$ cat config.mk
export PLATFORM = sky130hd
export DESIGN_NAME = sync_fifo_prog_flat
export DESIGN_NICKNAME = d
export VERILOG_FILES = /design/src/rtl/sync_fifo_prog_if.sv /design/src/rtl/sync_fifo_prog.sv /design/src/flat_wrapper.sv
export SDC_FILE = /design/constraint.sdc
export NUM_CORES = 1
export LEC_CHECK = 0
export CORE_UTILIZATION = 50
export DETAILED_ROUTE_END_ITERATION = 10
export GPL_ROUTABILITY_DRIVEN = 0
export PLACE_DENSITY = 0.65
export SLEW_MARGIN = 20
export SYNTH_ARGS = -nofsm -noshare
export SYNTH_HDL_FRONTEND = slang
export SYNTH_SLANG_ARGS = --single-unit
$ cat constraint.sdc
create_clock -name clk -period 2.82 [get_ports clk]
set_input_delay 0.282 -clock clk [delete_from_list [all_inputs] [get_ports clk]]
set_output_delay 0.282 -clock clk [all_outputs]
set_load 0.03 [all_outputs]
$ cat src/rtl/sync_fifo_prog_if.sv
// Handshake bundle for the single-clock programmable FIFO.
// The master (producer/consumer side) drives the write, read and error-clear requests.
// The slave (the FIFO) returns read data, status flags, occupancy and the sticky error flags.
//   w_en, din        write request and write data
//   r_en             read request (pop)
//   clr_err          synchronous clear of overflow/underflow
//   dout, dout_valid read data and its qualifier
//   full, empty, almost_full, almost_empty, count   occupancy status
//   overflow, underflow                              sticky error flags
interface sync_fifo_prog_if #(
   parameter int M = 7,
   parameter int N = 3
);
   logic         w_en;
   logic [M:0]   din;
   logic         r_en;
   logic         clr_err;
   logic [M:0]   dout;
   logic         dout_valid;
   logic         full;
   logic         empty;
   logic         almost_full;
   logic         almost_empty;
   logic [N+1:0] count;
   logic         overflow;
   logic         underflow;

   modport master (
      output w_en, din, r_en, clr_err,
      input  dout, dout_valid, full, empty, almost_full, almost_empty,
             count, overflow, underflow
   );

   modport slave (
      input  w_en, din, r_en, clr_err,
      output dout, dout_valid, full, empty, almost_full, almost_empty,
             count, overflow, underflow
   );
endinterface

$ cat src/rtl/sync_fifo_prog.sv
// Single-clock FIFO with programmable almost-full/almost-empty thresholds,
// occupancy count, sticky overflow/underflow flags and a selectable read mode
// (registered read when FWFT=0, first-word-fall-through when FWFT=1).
// Ports:
//   clk    rising-edge clock for all state
//   reset  synchronous active-high reset of pointers, count, read data and error flags
//   bus    sync_fifo_prog_if slave modport carrying the handshake, data and status
module sync_fifo_prog #(
   parameter int M      = 7,
   parameter int N      = 3,
   parameter int AF_LVL = 12,
   parameter int AE_LVL = 4,
   parameter int FWFT   = 0
) (
   input  logic            clk,
   input  logic            reset,
   sync_fifo_prog_if.slave bus
);
   localparam int DEPTH = 1 << (N + 1);
   localparam logic [N+1:0] AF_C    = (N + 2)'(AF_LVL);
   localparam logic [N+1:0] AE_C    = (N + 2)'(AE_LVL);
   localparam logic [N+1:0] PTR_ONE = {{(N + 1){1'b0}}, 1'b1};

   generate
      if (AF_LVL > DEPTH) begin : g_af_check
         $error("sync_fifo_prog: AF_LVL exceeds depth");
      end
      if (AE_LVL >= DEPTH) begin : g_ae_check
         $error("sync_fifo_prog: AE_LVL must be less than depth");
      end
   endgenerate

   logic [M:0]   mem [DEPTH];
   logic [N+1:0] wptr;
   logic [N+1:0] rptr;
   logic [N+1:0] cnt;
   logic [M:0]   dout_p1;
   logic         vld_p1;
   logic         overflow_r;
   logic         underflow_r;

   logic [N:0]   waddr;
   logic [N:0]   raddr;
   logic         full_c;
   logic         empty_c;
   logic         rd_ok;
   logic         wr_ok;

   assign waddr   = wptr[N:0];
   assign raddr   = rptr[N:0];
   // Same slot but one lap apart means every slot is occupied.
   assign full_c  = (waddr == raddr) && (wptr[N+1] != rptr[N+1]);
   assign empty_c = (wptr == rptr);

   assign rd_ok = bus.r_en & ~empty_c;
   // A pop in the same cycle frees the slot, so a write at full is still taken.
   assign wr_ok = bus.w_en & (~full_c | rd_ok);

   // Storage: no reset, contents survive reset.
   always_ff @(posedge clk) begin
      if (wr_ok) begin
         mem[waddr] <= bus.din;
      end
   end

   // Stage p1: pointers, occupancy, registered read data and error flags.
   always_ff @(posedge clk) begin
      if (reset) begin
         wptr        <= '0;
         rptr        <= '0;
         cnt         <= '0;
         dout_p1     <= '0;
         vld_p1      <= 1'b0;
         overflow_r  <= 1'b0;
         underflow_r <= 1'b0;
      end else begin
         if (wr_ok) begin
            wptr <= wptr + PTR_ONE;
         end
         if (rd_ok) begin
            rptr    <= rptr + PTR_ONE;
            dout_p1 <= mem[raddr];
         end
         vld_p1 <= rd_ok;

         case ({wr_ok, rd_ok})
            2'b10:   cnt <= cnt + PTR_ONE;
            2'b01:   cnt <= cnt - PTR_ONE;
            default: cnt <= cnt;
         endcase

         // A fresh error in the clearing cycle keeps the flag set.
         overflow_r  <= (overflow_r  & ~bus.clr_err) | (bus.w_en & ~wr_ok);
         underflow_r <= (underflow_r & ~bus.clr_err) | (bus.r_en & empty_c);
      end
   end

   // Output: FWFT shows the head word combinationally; standard mode shows the last pop.
   assign bus.dout         = (FWFT != 0) ? (empty_c ? '0 : mem[raddr]) : dout_p1;
   assign bus.dout_valid   = (FWFT != 0) ? ~empty_c : vld_p1;
   assign bus.full         = full_c;
   assign bus.empty        = empty_c;
   assign bus.almost_full  = (cnt >= AF_C);
   assign bus.almost_empty = (cnt <= AE_C);
   assign bus.count        = cnt;
   assign bus.overflow     = overflow_r;
   assign bus.underflow    = underflow_r;
endmodule

$ cat src/flat_wrapper.sv
// flat-port wrapper written by rule: the top's interface ports become plain ports
module sync_fifo_prog_flat 
#(
   parameter int M      = 7,
   parameter int N      = 3,
   parameter int AF_LVL = 12,
   parameter int AE_LVL = 4,
   parameter int FWFT   = 0
)
  (clk, reset, bus_w_en, bus_din, bus_r_en, bus_clr_err, bus_dout, bus_dout_valid, bus_full, bus_empty, bus_almost_full, bus_almost_empty, bus_count, bus_overflow, bus_underflow);
  sync_fifo_prog_if #(.M(M), .N(N)) bus_i ();
  input  logic clk;
  input  logic reset;
  input wire logic [$bits(bus_i.w_en)-1:0] bus_w_en;
  input wire logic [$bits(bus_i.din)-1:0] bus_din;
  input wire logic [$bits(bus_i.r_en)-1:0] bus_r_en;
  input wire logic [$bits(bus_i.clr_err)-1:0] bus_clr_err;
  output wire logic [$bits(bus_i.dout)-1:0] bus_dout;
  output wire logic [$bits(bus_i.dout_valid)-1:0] bus_dout_valid;
  output wire logic [$bits(bus_i.full)-1:0] bus_full;
  output wire logic [$bits(bus_i.empty)-1:0] bus_empty;
  output wire logic [$bits(bus_i.almost_full)-1:0] bus_almost_full;
  output wire logic [$bits(bus_i.almost_empty)-1:0] bus_almost_empty;
  output wire logic [$bits(bus_i.count)-1:0] bus_count;
  output wire logic [$bits(bus_i.overflow)-1:0] bus_overflow;
  output wire logic [$bits(bus_i.underflow)-1:0] bus_underflow;
  assign bus_i.w_en = bus_w_en;
  assign bus_i.din = bus_din;
  assign bus_i.r_en = bus_r_en;
  assign bus_i.clr_err = bus_clr_err;
  assign bus_dout = bus_i.dout;
  assign bus_dout_valid = bus_i.dout_valid;
  assign bus_full = bus_i.full;
  assign bus_empty = bus_i.empty;
  assign bus_almost_full = bus_i.almost_full;
  assign bus_almost_empty = bus_i.almost_empty;
  assign bus_count = bus_i.count;
  assign bus_overflow = bus_i.overflow;
  assign bus_underflow = bus_i.underflow;
  sync_fifo_prog #(.M(M), .N(N), .AF_LVL(AF_LVL), .AE_LVL(AE_LVL), .FWFT(FWFT)) u_core (.clk(clk), .reset(reset), .bus(bus_i));
endmodule
==> run_results.csv <==
group,metric,value,unit
floorplan,floorplan.initialDensity,0.5138,
worst_setup_path,worst_ep_arrival_time,2850,ps
sta,slew_headroom,0.4981,
synthesis,syn_inst,388,
final_layout,fraction_of_final_layout_cells_sized_beyond_drive_strength_1,0.2018,
worst_setup_path,worst_ep_required_time,3130,ps
routing,detail_route.wl_per_cell,19.89,um
floorplan,fp.coreArea,12670,sq um
worst_setup_path,setup.worst_path.start_class,"register",
worst_setup_path,critPathCaptureType,"register",
floorplan,die-area,13480,sq um
worst_setup_path,max_stage_delay,500,ps
routing,ant_nets,0,
hold_path,min-delay-path-class,"register to register",
placement,io_buffer_count,32,
floorplan,count_of_standard_cell_rows,41,
final_layout,antenna_cells,0,
worst_setup_path,critical_path.max_fanout,10,
sta,maxClockFrequency,393.6,MHz
global_routing,grt_max_degree,52,
power_and_ir_drop,p_per_area,754.2,nW/um^2
synthesis,postSynth.asyncResetShare,0,
clocking,tritoncts,"built",
global_routing,global_route.overflow_total,0,
power_and_ir_drop,power.leakage,2.532,nW
sta,min_period_over_period,0.9011,
synthesis,netlist.area_leader.share,0.5904,
clocking,htree_levels,4,
routing,drt_drc_violations_left,0,
sta,fin_tns_setup,0,ps
clocking,numCtsBuffers,17,
sta,final.hold.worst_slack,490.6,ps
clocking,cts.repair_timing.setup_buffer_count,0,
synthesis,ys_types,47,
sta,final_max_slew_viol_count,0,
synthesis,synth_most_common_cell,"edfxtp_1",
clocking,cts.repair.resized,0,
routing,dr.first_iter.drc_count,234,
routing,postRouteWirelength,12.39,mm
synthesis,yosysSeqAreaShare,0.6704,
routing,vias,3429,
sta,rsz0062_at_grt,"false",
synthesis,post_synth.cell_area_avg,16.78,sq um
clocking,worst_skew_pair.late_latency,420,ps
sta,tightest_slew,750.1,ps
sta,finalHoldViolations,0,
synthesis,netlist_top_cells_count,"edfxtp_1 (128), nor2_1 (36), dfxtp_1 (26)",
floorplan,num_io_pins,33,
synthesis,yosys_register_bits,154,
routing,first_pass_iters,4,
placement,dp_hpwl,8.040,mm
clocking,cts_hold_repair.buffers,0,
global_routing,via_count_of_the_first_global_routing_pass,3295,
worst_setup_path,path_class,"register to register",
final_layout,final_nets,462,
power_and_ir_drop,ir_worst_vdd,0.0004000,V
synthesis,yosys-top-cells-area,"edfxtp_1 (59%), dfxtp_1 (8.0%), mux4_1 (5.7%)",
final_layout,final.fill_count,958,
synthesis,synth_top_cell_by_area,"edfxtp_1",
clocking,cts-root-buf,"clkbuf_16",
global_routing,antenna_found_initial,0,
clocking,clock-sinks,154,
floorplan,chipWidth,116.1,um
routing,post_drt_via_cell_ratio,5.504,
sta,setup_viol,0,
clocking,worst_setup_hold_path_clk_slew,60,ps
synthesis,edff_count_synth,128,
synthesis,synthFlopType,"edfxtp_1",
synthesis,synth_area,6510,sq um
global_routing,grt_util_all_layers,0.2032,
worst_setup_path,worstPathCellList,"xnor2_1 > and4_1 > a21oi_4 > fa_1 > a21o_1 > a21oi_1 > mux2i_1 > mux2_1",
sta,finalClockSkew,6.034,ps
synthesis,syn_nets,410,
status,outcome,"completed",
flow_run,drv_cap,0,
sta,finalWorstPathRequiredPeriod,2541,ps
worst_setup_path,path_buf_inv,0,
sta,fin_ws,279.0,ps
placement,dpl_worst_slack,240.9,ps
synthesis,synth_warnings,0,
global_routing,grt_first_pass_wirelength,18.89,mm
floorplan,chipHeight,116.1,um
final_layout,synthToLayoutAreaGrowth,16.16,%
worst_setup_path,critical_path.slowest_cell,"dfxtp_1",
clocking,clock_path_buffers,2,
worst_setup_path,cp_top_family,"multiplexers",
-- per-layer routing --
metal  track usage  wire [um]  vias to the layer above
met5             0          0                        -
met4       0.09658        368                        0
met2        0.3004       5708                       95
met3       0.06072        589                       19
met1        0.2775       5727                     1692
li1              -          -                     1623
-- kinds of logic after synthesis --
logic type	count (synthesis)	share of synthesized area
buffers and inverters	24	0.03363
adders and majority gates	9	0.01845
muxes	47	0.1320
xor gates and xnor gates	15	0.02133
DFF	154	0.6704
AOI/OAI and AO/OA	44	0.05132
and+or+nand+nor	95	0.07284
-- cell type report --
cell class,instances,area (sq um),area share
Clock buffer,19,432.9,0.05725
Tap cell,172,215.2,0.02846
Clock inverter,11,130.1,0.01721
Timing Repair Buffer,54,480.5,0.06353
Inverter,3,11.26,0.001489
Multi-Input combinational cell,210,1927,0.2548
Sequential cell,154,4365,0.5773
-- stage by stage --
step                area [sq um]  total power, mW  utilization  instances
floorplan                   6510            3.278            -        388
global placement            6999            3.562       0.5524        593
detailed placement          6999            3.577       0.5524        593
CTS                         7562            5.755       0.5968        623
global route                7562            5.930       0.5968        623
finish                      7562            5.703       0.5968        623
-- state kept, by name, summed over array words and instances (netlist names) --
register,cells
u_core.bus.count,5
u_core.rptr,5
u_core.bus.dout_valid,1
u_core.bus.underflow,1
u_core.bus.overflow,1
u_core.bus.dout,8
u_core.wptr,5
u_core.mem,128
-- final timing paths --
check / startpoint / endpoint / slack (ps) / depth (start not counted)
max: u_core.wptr[3] / u_core.bus.count[4] / 280 / 8
min: u_core.bus.dout[6] / u_core.bus.dout[6] / 490 / 2
max reg2reg: u_core.wptr[3] / u_core.bus.count[4] / 280 / 8
min reg2reg: u_core.bus.dout[6] / u_core.bus.dout[6] / 490 / 2
-- worst min-delay path, stage by stage, from the launching register on --
cell	delay, ps
dfxtp_1	310
nor2_1	100
nor3_1	40
-- power breakdown --
group	switching [mW]	internal [mW]	total, mW
logic	0.531	0.384	0.915
registers	0.0576	2.55	2.61
clock network	0.819	1.36	2.18
total	1.41	4.30	5.70
-- cells in the final DEF (no fill, tap or decap), types with 2 or more instances in the layout --
cell type and count:
mux4_2 10, nor2b_1 7, o21ai_0 2, clkdlybuf4s50_1 30, nor3_1 23, clkbuf_1 2
inv_1 3, o211ai_1 2, edfxtp_1 128, nor3b_1 2, a211oi_1 16, and2b_1 2
buf_4 24, nand4_1 3, clkinv_1 2, o22ai_1 8, mux2i_1 3, a21oi_1 5
xor2_1 5, nand2b_1 6, and2b_2 4, mux2_2 17, a21o_1 4, nor2_1 36
nand2_1 9, bufinv_16 3, clkinv_2 5, mux2_1 2, dfxtp_1 25, clkbuf_16 17
mux4_1 14, ha_1 8, xnor2_1 9
No activity file was read; power rests on OpenSTA's default activity.
